File: src/rtl/uart_pkg.sv
// uart_pkg: shared receiver state encoding and default UART parameters.
package uart_pkg;
  localparam int UART_DATA_BITS = 8;
  localparam int UART_OVERSAMPLE = 16;
  localparam int UART_DIV_WIDTH = 16;
  typedef enum logic [2:0] {
    IDLE,
    START,
    DATA,
    STOP,
    BREAK_WAIT
  } rx_state_t;
endpackage

File: src/rtl/uart_baud_tick.sv
// uart_baud_tick: divides clk by max(rate,1) into single-cycle baud ticks.
module uart_baud_tick #(
  parameter int DIV_WIDTH = 16
) (
  input  logic                 clk,
  input  logic                 nReset,
  input  logic                 clear,
  input  logic [DIV_WIDTH-1:0] rate,
  output logic                 tick
);
  logic [DIV_WIDTH-1:0] cnt_q, cnt_d, reload;
  assign reload = (rate == '0) ? '0 : rate - DIV_WIDTH'(1);
  assign tick   = !clear && (cnt_q == '0);
  assign cnt_d  = (clear || tick) ? reload : cnt_q - DIV_WIDTH'(1);
  always_ff @(posedge clk or negedge nReset)
    if (!nReset) cnt_q <= '0;
    else         cnt_q <= cnt_d;
endmodule

File: src/rtl/uart_rx.sv
// uart_rx: oversampling 8N1 receiver with a single-entry ready/valid holding register.
module uart_rx
  import uart_pkg::*;
#(
  parameter int DATA_BITS  = UART_DATA_BITS,
  parameter int OVERSAMPLE = UART_OVERSAMPLE,
  parameter int DIV_WIDTH  = UART_DIV_WIDTH
) (
  input  logic                 clk,
  input  logic                 nReset,
  input  logic                 en,
  input  logic [DIV_WIDTH-1:0] rate,
  input  logic                 rx,
  output logic [DATA_BITS-1:0] data_out,
  output logic                 data_valid,
  input  logic                 data_ready,
  output logic                 framing_error,
  output logic                 overrun,
  output logic                 busy
);
  localparam int SW = $clog2(OVERSAMPLE);
  localparam int BW = (DATA_BITS > 1) ? $clog2(DATA_BITS) : 1;
  localparam logic [SW-1:0] S_HALF = SW'(OVERSAMPLE / 2 - 1);
  localparam logic [SW-1:0] S_LAST = SW'(OVERSAMPLE - 1);
  localparam logic [BW-1:0] B_LAST = BW'(DATA_BITS - 1);
  rx_state_t            state_q;
  logic                 rx_meta_q, rx_s_q;
  logic [SW-1:0]        scnt_q, scnt_d;
  logic [BW-1:0]        bcnt_q;
  logic [DATA_BITS-1:0] shift_q, shift_d, data_q;
  logic                 deliver_q, valid_q, fe_q, ov_q;
  logic                 tick, baud_clear;
  always_ff @(posedge clk or negedge nReset)
    if (!nReset) begin
      rx_meta_q <= 1'b1;
      rx_s_q    <= 1'b1;
    end else begin
      rx_meta_q <= rx;
      rx_s_q    <= rx_meta_q;
    end
  // Holding the divider in reload while idle phase-aligns ticks to each start edge.
  assign baud_clear = !en || (state_q == IDLE);
  uart_baud_tick #(.DIV_WIDTH(DIV_WIDTH)) u_baud (
    .clk   (clk),
    .nReset(nReset),
    .clear (baud_clear),
    .rate  (rate),
    .tick  (tick)
  );
  assign scnt_d  = scnt_q + SW'(1);
  assign shift_d = {rx_s_q, shift_q[DATA_BITS-1:1]};
  always_ff @(posedge clk or negedge nReset)
    if (!nReset) begin
      state_q   <= IDLE;
      scnt_q    <= '0;
      bcnt_q    <= '0;
      shift_q   <= '0;
      deliver_q <= 1'b0;
      fe_q      <= 1'b0;
    end else begin
      deliver_q <= 1'b0;
      fe_q      <= 1'b0;
      if (!en) begin
        state_q <= IDLE;
        scnt_q  <= '0;
      end else begin
        case (state_q)
          IDLE: begin
            scnt_q <= '0;
            if (!rx_s_q) state_q <= START;
          end
          START:
            if (tick) begin
              if (scnt_q == S_HALF) begin
                scnt_q  <= '0;
                bcnt_q  <= '0;
                state_q <= rx_s_q ? IDLE : DATA;
              end else scnt_q <= scnt_d;
            end
          DATA:
            if (tick) begin
              if (scnt_q == S_LAST) begin
                scnt_q  <= '0;
                shift_q <= shift_d;
                if (bcnt_q == B_LAST) state_q <= STOP;
                else                  bcnt_q  <= bcnt_q + BW'(1);
              end else scnt_q <= scnt_d;
            end
          STOP:
            if (tick) begin
              if (scnt_q == S_LAST) begin
                scnt_q    <= '0;
                deliver_q <= rx_s_q;
                fe_q      <= !rx_s_q;
                state_q   <= rx_s_q ? IDLE : BREAK_WAIT;
              end else scnt_q <= scnt_d;
            end
          BREAK_WAIT:
            if (rx_s_q) state_q <= IDLE;
          default: state_q <= IDLE;
        endcase
      end
    end
  // A transfer in the delivery cycle frees the slot, so the new byte is kept.
  always_ff @(posedge clk or negedge nReset)
    if (!nReset) begin
      data_q  <= '0;
      valid_q <= 1'b0;
      ov_q    <= 1'b0;
    end else begin
      ov_q <= 1'b0;
      if (deliver_q) begin
        if (!valid_q || data_ready) begin
          data_q  <= shift_q;
          valid_q <= 1'b1;
        end else ov_q <= 1'b1;
      end else if (valid_q && data_ready) valid_q <= 1'b0;
    end
  assign data_out      = data_q;
  assign data_valid    = valid_q;
  assign framing_error = fe_q;
  assign overrun       = ov_q;
  assign busy          = (state_q != IDLE);
endmodule

File: config.mk
export PLATFORM = sky130hd
export DESIGN_NAME = uart_rx
export DESIGN_NICKNAME = d
export VERILOG_FILES = /design/src/rtl/uart_pkg.sv /design/src/rtl/uart_baud_tick.sv /design/src/rtl/uart_rx.sv
export SDC_FILE = /design/constraint.sdc
export NUM_CORES = 1
export LEC_CHECK = 0
export BUFFER_PORTS_ARGS = -buffer_cell sky130_fd_sc_hd__buf_2
export CAP_MARGIN = 20
export CORE_ASPECT_RATIO = 1.2
export CORE_MARGIN = 1.5
export CORE_UTILIZATION = 40
export CTS_CLUSTER_SIZE = 12
export DETAILED_ROUTE_END_ITERATION = 8
export PLACE_DENSITY = 0.6
export SLEW_MARGIN = 20
export SYNTH_ARGS = -nofsm -noshare
export SYNTH_HDL_FRONTEND = slang
export SYNTH_SLANG_ARGS = --single-unit
File: constraint.sdc
create_clock -name clk -period 7.8 [get_ports clk]
set_clock_uncertainty 0.1 [all_clocks]
set_input_delay 1.56 -clock clk [delete_from_list [all_inputs] [get_ports clk]]
set_output_delay 1.56 -clock clk [all_outputs]
set_load 0.005 [all_outputs]
==> flow_summary.toml, run 1 <==
[critical_path]
slowest_stage = "or4_1"
crit_family = "simple AND/OR/NAND/NOR gates"
arrival_ns = 3.39
endpoint_kind = "flip-flop"
slowest_delay_ns = 0.62
required_ns = 7.85
crit_chain = "buf_2 > or4_1 > nand2b_1 > or4_1 > nand3_1 > o21ai_0"
cp_num_buf_inv = 1
path_max_fanout = 7
r2r-start = "u_baud.cnt_q[0]"
critPathKind = "primary input to flip-flop"
crit_start = "rate[9]"
critPathLaunchType = "primary input"
crit_top_cell = "or4_1"
rr_worst_depth = 7
cp_num_cells = 6

[placed_design]
port-buffer-count = 32
gp_congestion = 0.776
dp_hpwl_um = 3540
dp_slack_ns = 3.89
post_dp_cell_area_um2 = 2870

[clocking]
cts_resized = 0
cts-root-buf = "clkbuf_8"
holdBufCountCts = 0
cts_buffers = 5
htree_levels = 2
cts_buffer_depth = 2
cts_tree = "built"
path_clk_slew_ns = 0.09
post_cts_buffers = 0
clk_latency_ns = 0.30
clkSinkCount = 48

[yosys]
synth-seq-cells = 48
synth_cell_types = 43
synthArstFlopShare = 1.00
synth_nets = 284
ys.warnings.count = 0
synth_cells = 256
synth_area_um2 = 2640
synth-edff-count = 0
synth_area_per_cell_um2 = 10.3
synth-adder-area-share = 0.0332
synth_compound_area_frac = 0.0910
ys.flop_type = "dfrtp_1"
seq_area_frac_synth = 0.456
synth_top_family_by_area = "simple AND/OR/NAND/NOR gates"
synth_xor_area_frac = 0.0829
synth.mux.area_fraction = 0.0876
synth-simple-area-share = 0.224

[global_routing]
grt_pass1_vias = 1911
grt_pass1_wl_um = 8650
grt_max_degree = 49
overflow = 0
antenna_found_initial = 0
grt_util_all_layers = 0.149

[timing]
slew_violations = 0
worstMarginPinSlew_ns = 0.781
rsz0062_at_grt = "false"
slew_headroom = 0.478
min_period_ns = 3.34
finalSetupViolations = 0
finalSetupTns_ns = 0
finalWorstSetupSlack_ns = 4.46
finalHoldViolCount = 0
max_freq_mhz = 300
period_share = 0.428

[cells_and_area]
n_fill_cell = 621
fin_area_um2 = 2990
area_growth_pct = 13.3
regArea_um2 = 1200
drive_gt1_frac = 0.222
nNetsFinal = 315
multi_input_area_um2 = 1380
diodes = 0

[drt]
via_per_inst = 5.24
vias = 1953
wirelength_um = 4780
drt-initial-drc-count = 88
maxUsedRoutingLayer = "met4"
drt-met1-wl_um = 2150
met2_wirelength_um = 2430
ant_nets = 0
wl_per_cell_um = 12.8
dr_wl_met3_um = 166
firstDrtPassIters = 4
drc_errors = 0

[floorplan]
coreArea_um2 = 6410
die_h_um = 92.0
dieArea_um2 = 7100
die_width_um = 77.2
io_pins = 33
start_util = 0.412
row_count = 32

[pwr]
p_leak_nw = 1.31
powerDensity_nw_per_um2 = 169
ir_drop_mv = 0.0732

[outcome]
outcome = "complete, no violations"

[min_path]
min_path_type = "flip-flop to flip-flop"
worstHoldStart = "rx_meta_q"
min_path_cells = 0

[flow_run]
maxCapViolCount = 0
## registers in the layout (all words and copies together), names as in the netlist
name,cells
deliver_q,1
data_out,8
u_baud.cnt_q,16
rx_meta_q,1
overrun,1
scnt_q,4
rx_s_q,1
state_q,3
framing_error,1
data_valid,1
shift_q,8
bcnt_q,3
## per-layer routing
| layer | track usage | up-vias |
|---|---|---|
| met4 | 0.0455 | 0 |
| met5 | 0 | - |
| met2 | 0.253 | 51 |
| met1 | 0.189 | 913 |
| li1 | - | 985 |
| met3 | 0.0318 | 4 |
## worst register-to-register path, cell delays in order, from the launching register on
cell and delay [ns]:
dfrtp_1 0.42, inv_1 0.11, ha_1 0.15, or4b_4 0.51, or4_1 0.66, nand2_1 0.64
o41ai_2 0.33, o22ai_1 0.23
## cell type report
| class | instances | share of cell area |
|---|---|---|
| clock inverters | 3 | 0.0155 |
| repair buffers | 32 | 0.0544 |
| flip-flops and latches | 48 | 0.402 |
| well taps | 85 | 0.0355 |
| inverters | 7 | 0.00878 |
| multi-input cells | 193 | 0.460 |
| clock buffers | 5 | 0.0230 |
## cells by family after synthesis
group,count (synthesis)
AO/OA/AOI/OAI,38
XOR/XNOR,25
buffers and inverters,15
multiplexers,21
flip-flops,48
AND/OR/NAND/NOR,102
adder cells (fa/ha/maj),7
## cell usage in the layout (no fill, tap or decap), types with 3 or more instances in the layout
master / count
clkbuf_8: 5
xor2_1: 11
nor3_1: 5
nand2b_1: 8
buf_2: 31
or4_1: 11
dfrtp_1: 46
nand3_1: 13
and3_1: 4
nor4_1: 5
xnor2_1: 14
ha_1: 7
inv_1: 7
or3_1: 6
nand3b_1: 3
mux2i_1: 4
o21ai_0: 15
o22ai_1: 7
nor2_1: 15
and2_1: 5
o31ai_1: 3
nand2_1: 16
mux2_2: 17
## where the power goes
part | switching [W] | total [W] | internal [W]
clock network | 0.0000841 | 0.000181 | 0.0000965
registers | 0.0000113 | 0.000270 | 0.000259
logic | 0.0000304 | 0.0000542 | 0.0000238
total | 0.000126 | 0.000505 | 0.000379
## synthesized netlist by cell type, types with 3 or more instances
cell | number | share of area
xor2_1 | 11 | 0.036
o22ai_1 | 7 | 0.017
o31ai_1 | 3 | 0.0085
and3_1 | 4 | 0.0095
or3_1 | 6 | 0.014
inv_1 | 7 | 0.0099
clkbuf_1 | 4 | 0.0057
nand3b_1 | 3 | 0.0085
nor2_1 | 15 | 0.021
nand2b_1 | 8 | 0.019
nor4_1 | 5 | 0.012
mux2i_1 | 4 | 0.015
nand3_1 | 13 | 0.025
xnor2_1 | 14 | 0.046
nand2_1 | 16 | 0.023
dfrtp_1 | 46 | 0.44
or4_1 | 11 | 0.031
and2_1 | 5 | 0.012
buf_2 | 3 | 0.0057
o21ai_0 | 15 | 0.028
nor3_1 | 5 | 0.0095
ha_1 | 7 | 0.033
mux2_2 | 17 | 0.072
## final timing paths
path	endpoint	slack, ns
setup / recovery	u_baud.cnt_q[6]	4.46
min in group asynchronous	shift_q[7]	1.16
hold / removal	rx_s_q	0.25
max in group asynchronous	u_baud.cnt_q[6]	6.05
hold reg to reg	rx_s_q	0.25
setup reg to reg	u_baud.cnt_q[8]	4.57
## metrics by stage
stage	util	hold WS, ns	cells	total power, W
after global routing	0.467	0.258	373	0.000531
final	0.467	0.251	373	0.000505
after floorplan	-	0.245	256	0.000307
after detailed placement	0.447	0.252	365	0.000329
after global placement	0.447	0.253	365	0.000328
after CTS	0.465	0.257	373	0.000512
Note: power is estimated with default switching activity, not from simulation.
==> run 2, diff against run 1 <==
clock period = 3.27 ns   (was 7.8 ns; I/O delays follow)
==> run 2 against run 1 <==
Effect of this change: worst hold slack got worse by 0.0011 ns; largest power group unchanged; final cell count grew 0.80%; sequential power grew 140%; setup slack lost 4.0 ns; sequential share of layout area fell by 0.50 points; highest routed layer unchanged; sequential cell count stayed put; design area is 1.3% higher; register-to-register slack lost 4.1 ns; core utilization increased by 0.59 points.
==> flow_summary.toml, run 2 (synthesis gave the netlist of run 1 again) <==
[clocking]
clkSinkCount = 48
clk_latency_ns = 0.30
post_cts_buffers = 0
holdBufCountCts = 0
cts_buffer_depth = 2
cts_tree = "built"
path_clk_slew_ns = 0.09
cts_resized = 0
cts_buffers = 5
htree_levels = 2
cts-root-buf = "clkbuf_8"

[floorplan]
die_h_um = 92.0
row_count = 32
dieArea_um2 = 7100
die_width_um = 77.2
coreArea_um2 = 6410
start_util = 0.412
io_pins = 33

[cells_and_area]
regArea_um2 = 1200
fin_util = 0.473
area_growth_pct = 14.7
nNetsFinal = 318
drive_gt1_frac = 0.227
diodes = 0
n_fill_cell = 612
multi_input_area_um2 = 1370
largest_reg_flops = 16
registers.top_by_ff_count = "u_baud.cnt_q"
layout_commonest_cell = "dfrtp_1"
final_cell_mix = "46 x dfrtp_1, 31 x buf_2, 17 x mux2_2, 16 x nand2_1"

[critical_path]
endpoint_kind = "flip-flop"
slowest_delay_ns = 0.64
critPathKind = "flip-flop to flip-flop"
path_max_fanout = 13
arrival_ns = 2.93
crit_chain = "inv_1 > ha_1 > or4b_4 > or4_1 > nand2_1 > o41ai_1 > buf_4 > o22ai_1"
critPathLaunchType = "flip-flop"
required_ns = 3.40
slowest_stage = "or4_1"

[timing]
max_freq_mhz = 357
slew_violations = 0
rsz0062_at_grt = "false"
slew_headroom = 0.550
finalSetupTns_ns = 0
finalHoldViolCount = 0
min_period_ns = 2.80
finalSetupViolations = 0
period_share = 0.858
worstMarginPinSlew_ns = 0.669

[drt]
ant_nets = 0
via_per_inst = 5.32
firstDrtPassIters = 4
drc_errors = 0
drt-initial-drc-count = 138
wirelength_um = 5040
vias = 2001
wl_per_cell_um = 13.4

[placed_design]
gp_congestion = 0.862
dp_hpwl_um = 3730
port-buffer-count = 32

[min_path]
min_path_type = "primary input to async pin"

[pwr]
power.internal_w = 0.000983
power.net_switching_w = 0.000308
ir_drop_mv = 0.215
p_clk_frac = 0.398
swShare = 0.239
seqPwrFrac = 0.500
p_comb_frac = 0.103
powerDensity_nw_per_um2 = 426
p_leak_nw = 1.33

[flow_run]
maxCapViolCount = 0

[global_routing]
grt_util_all_layers = 0.152
grt-busiest-layer = "met2"
grt_max_degree = 49
met1_usage = 0.177
antenna_found_initial = 0
grt_pass1_vias = 1949
grtUsageMet3 = 0.0368
grt_pass1_wl_um = 8660
grtUsageMet2 = 0.273
overflow = 0

[outcome]
outcome = "complete, no violations"
-- run 2: per-layer routing --
layer,routed length (um),share of wire,vias to the layer above
li1,-,-,993
met1,2190,0.43,959
met2,2620,0.52,45
met3,196,0.039,4
met4,34,0.0067,0
met5,0,0,-
-- run 2: through the flow --
| step | power, W | cells | worst slack, ns | area [um2] | hold slack [ns] |
|---|---|---|---|---|---|
| 3_3_place_gp | 0.000786 | 368 | 0.563 | 2890 | 0.248 |
| 4_1_cts | 0.00130 | 376 | 0.462 | 3030 | 0.266 |
| 2_1_floorplan | 0.000733 | 256 | 0.684 | 2640 | 0.245 |
| 6_report | 0.00129 | 376 | 0.465 | 3030 | 0.249 |
| 3_5_place_dp | 0.000789 | 368 | 0.492 | 2890 | 0.256 |
| 5_1_grt | 0.00135 | 376 | 0.292 | 3030 | 0.271 |
-- run 2: layout make-up --
cell class                      count  share of cell area
Tap cell                           85              0.0351
Timing Repair Buffer               35              0.0611
Multi-Input combinational cell    193               0.452
Inverter                            7             0.00867
Clock buffer                        5              0.0227
Clock inverter                      3              0.0227
Sequential cell                    48               0.397
-- run 2: worst paths after layout --
kind	startpoint	end	slack (ns)	cells after the start
worst max register to register	u_baud.cnt_q[0]	u_baud.cnt_q[8]	0.47	8
max in group asynchronous	nReset	scnt_q[3]	2.41	1
worst max-delay path	u_baud.cnt_q[0]	u_baud.cnt_q[8]	0.47	8
worst min-delay path	nReset	framing_error	0.25	1
min in group clk	rx_meta_q	rx_s_q	0.27	0
worst min register to register	rx_meta_q	rx_s_q	0.27	0
-- run 2: power by group through the flow --
stage               sequential, W  clock, W  combinational (W)
floorplan                0.000647         0          0.0000862
global placement         0.000655         0           0.000131
detailed placement       0.000656         0           0.000133
CTS                      0.000645  0.000522           0.000134
global route             0.000649  0.000547           0.000152
finish                   0.000645  0.000514           0.000132
-- run 2: critical path, delay by kind of cell, from the launching register on --
| kind | cells | cell delay [ns] |
|---|---|---|
| AOI/OAI and AO/OA | 2 | 0.29 |
| buffers and inverters | 2 | 0.29 |
| adders and majority gates | 1 | 0.15 |
| DFF | 1 | 0.42 |
| and+or+nand+nor | 3 | 1.47 |
==> run 3, diff against run 2 <==
CORE_UTILIZATION = 58   (was 40)
PLACE_DENSITY = 0.81   (was 0.6)
==> run 3 against run 2 <==
Effect of this change: first-iteration DRC count down 42%; sequential power hardly changed; register-to-register slack lost 0.07 ns; highest routed layer unchanged.
==> flow_summary.toml, run 3 (synthesis gave the netlist of run 1 again) <==
[timing]
finalSetupViolations = 0
holdWs_ns = 0.244
finalSetupTns_ns = 0
max_freq_mhz = 348
rsz0062_at_grt = "false"
finalHoldViolCount = 0
slew_headroom = 0.589
period_share = 0.879
worstMarginPinSlew_ns = 0.610
slew_violations = 0
min_period_ns = 2.88

[critical_path]
required_ns = 3.40
arrival_ns = 3.00
critPathLaunchType = "flip-flop"
r2r_slack_ns = 0.39
path_max_fanout = 14
endpoint_kind = "flip-flop"
critPathKind = "flip-flop to flip-flop"

[global_routing]
grt_util_all_layers = 0.220
antenna_found_initial = 0
grt_pass1_wl_um = 8570
grt_max_degree = 49
grt_pass1_vias = 1996
overflow = 0

[drt]
wirelength_um = 4850
via_per_inst = 5.87
ant_nets = 0
vias = 2031
drc_errors = 0
drt-initial-drc-count = 80
wl_per_cell_um = 14.0
firstDrtPassIters = 4

[cells_and_area]
drive_gt1_frac = 0.221
area_growth_pct = 11.4
n_fill_cell = 324
largest_reg_flops = 16
fin_area_um2 = 2940
layout.cells.non_filler = 346
regArea_um2 = 1200
final_cell_mix = "46 x dfrtp_1, 31 x buf_2, 17 x mux2_2, 16 x nand2_1"
nNetsFinal = 317
layout_commonest_cell = "dfrtp_1"
multi_input_area_um2 = 1370
diodes = 0
registers.top_by_ff_count = "u_baud.cnt_q"

[floorplan]
die_h_um = 76.9
dieArea_um2 = 4970
start_util = 0.610
die_width_um = 64.6
io_pins = 33
coreArea_um2 = 4330
row_count = 26

[clocking]
htree_levels = 2
cts_tree = "built"
cts_resized = 0
cts_buffers = 5
clkSinkCount = 48
cts-root-buf = "clkbuf_8"
cts_buffer_depth = 2
post_cts_buffers = 0
holdBufCountCts = 0
path_clk_slew_ns = 0.09
clk_latency_ns = 0.31

[placed_design]
dp_hpwl_um = 3670
gp_congestion = 0.782
post_dp_cell_area_um2 = 2850
port-buffer-count = 32
dpl.cell_count = 338

[outcome]
outcome = "complete, no violations"

[flow_run]
maxCapViolCount = 0

[pwr]
p_leak_nw = 1.31
ir_drop_mv = 0.198
powerDensity_nw_per_um2 = 389

[min_path]
min_path_type = "primary input to async pin"
==> run 3: cell types whose count changed in the layout (fill, tap and decap cells not counted), sizes merged <==
| cell | change |
|---|---|
| clkbuf | +2 |
| buf | -1 |
| clkinv | +1 |
| inv | -1 |
| bufinv | -2 |
==> run 3: final cells by class <==
| class | count | share of cell area |
|---|---|---|
| Timing Repair Buffer | 34 | 0.0604 |
| Multi-Input combinational cell | 193 | 0.466 |
| Clock buffer | 7 | 0.0293 |
| Inverter | 7 | 0.00893 |
| Sequential cell | 48 | 0.409 |
| Clock inverter | 1 | 0.00298 |
| Tap cell | 56 | 0.0238 |
==> run 3: routing by layer <==
metal | track usage | routed length [um]
met5 | 0 | 0
met4 | 0.113 | 129
met3 | 0.0308 | 194
met2 | 0.395 | 2530
met1 | 0.250 | 2000
==> run 3: path summary, 6_finish.rpt <==
path / end / cells after the start / startpoint
worst max-delay path: u_baud.cnt_q[10] / 8 / u_baud.cnt_q[0]
worst min-delay path: overrun / 1 / nReset
worst max register to register: u_baud.cnt_q[10] / 8 / u_baud.cnt_q[0]
worst min register to register: rx_s_q / 0 / rx_meta_q
max in group asynchronous: framing_error / 1 / nReset
min in group clk: rx_s_q / 0 / rx_meta_q
==> run 3: report_power, final <==
part	switching (W)	internal [W]
combinational	0.0000744	0.0000590
clock	0.000194	0.000173
sequential	0.0000276	0.000617
==> run 3: worst max-delay path, cell delays in order (launching register included) <==
cell	delay, ns
dfrtp_1	0.42
inv_1	0.12
ha_1	0.18
or4b_4	0.51
or4_1	0.63
nand2_1	0.34
o41ai_1	0.16
buf_4	0.18
o22ai_1	0.16
==> run 3: through the flow <==
| stage | total power [W] | util | setup slack, ns |
|---|---|---|---|
| after global routing | 0.00120 | 0.680 | 0.226 |
| after detailed placement | 0.000788 | 0.658 | 0.418 |
| after CTS | 0.00115 | 0.680 | 0.382 |
| after global placement | 0.000782 | 0.658 | 0.540 |
| after floorplan | 0.000733 | - | 0.684 |
| final | 0.00115 | 0.680 | 0.394 |
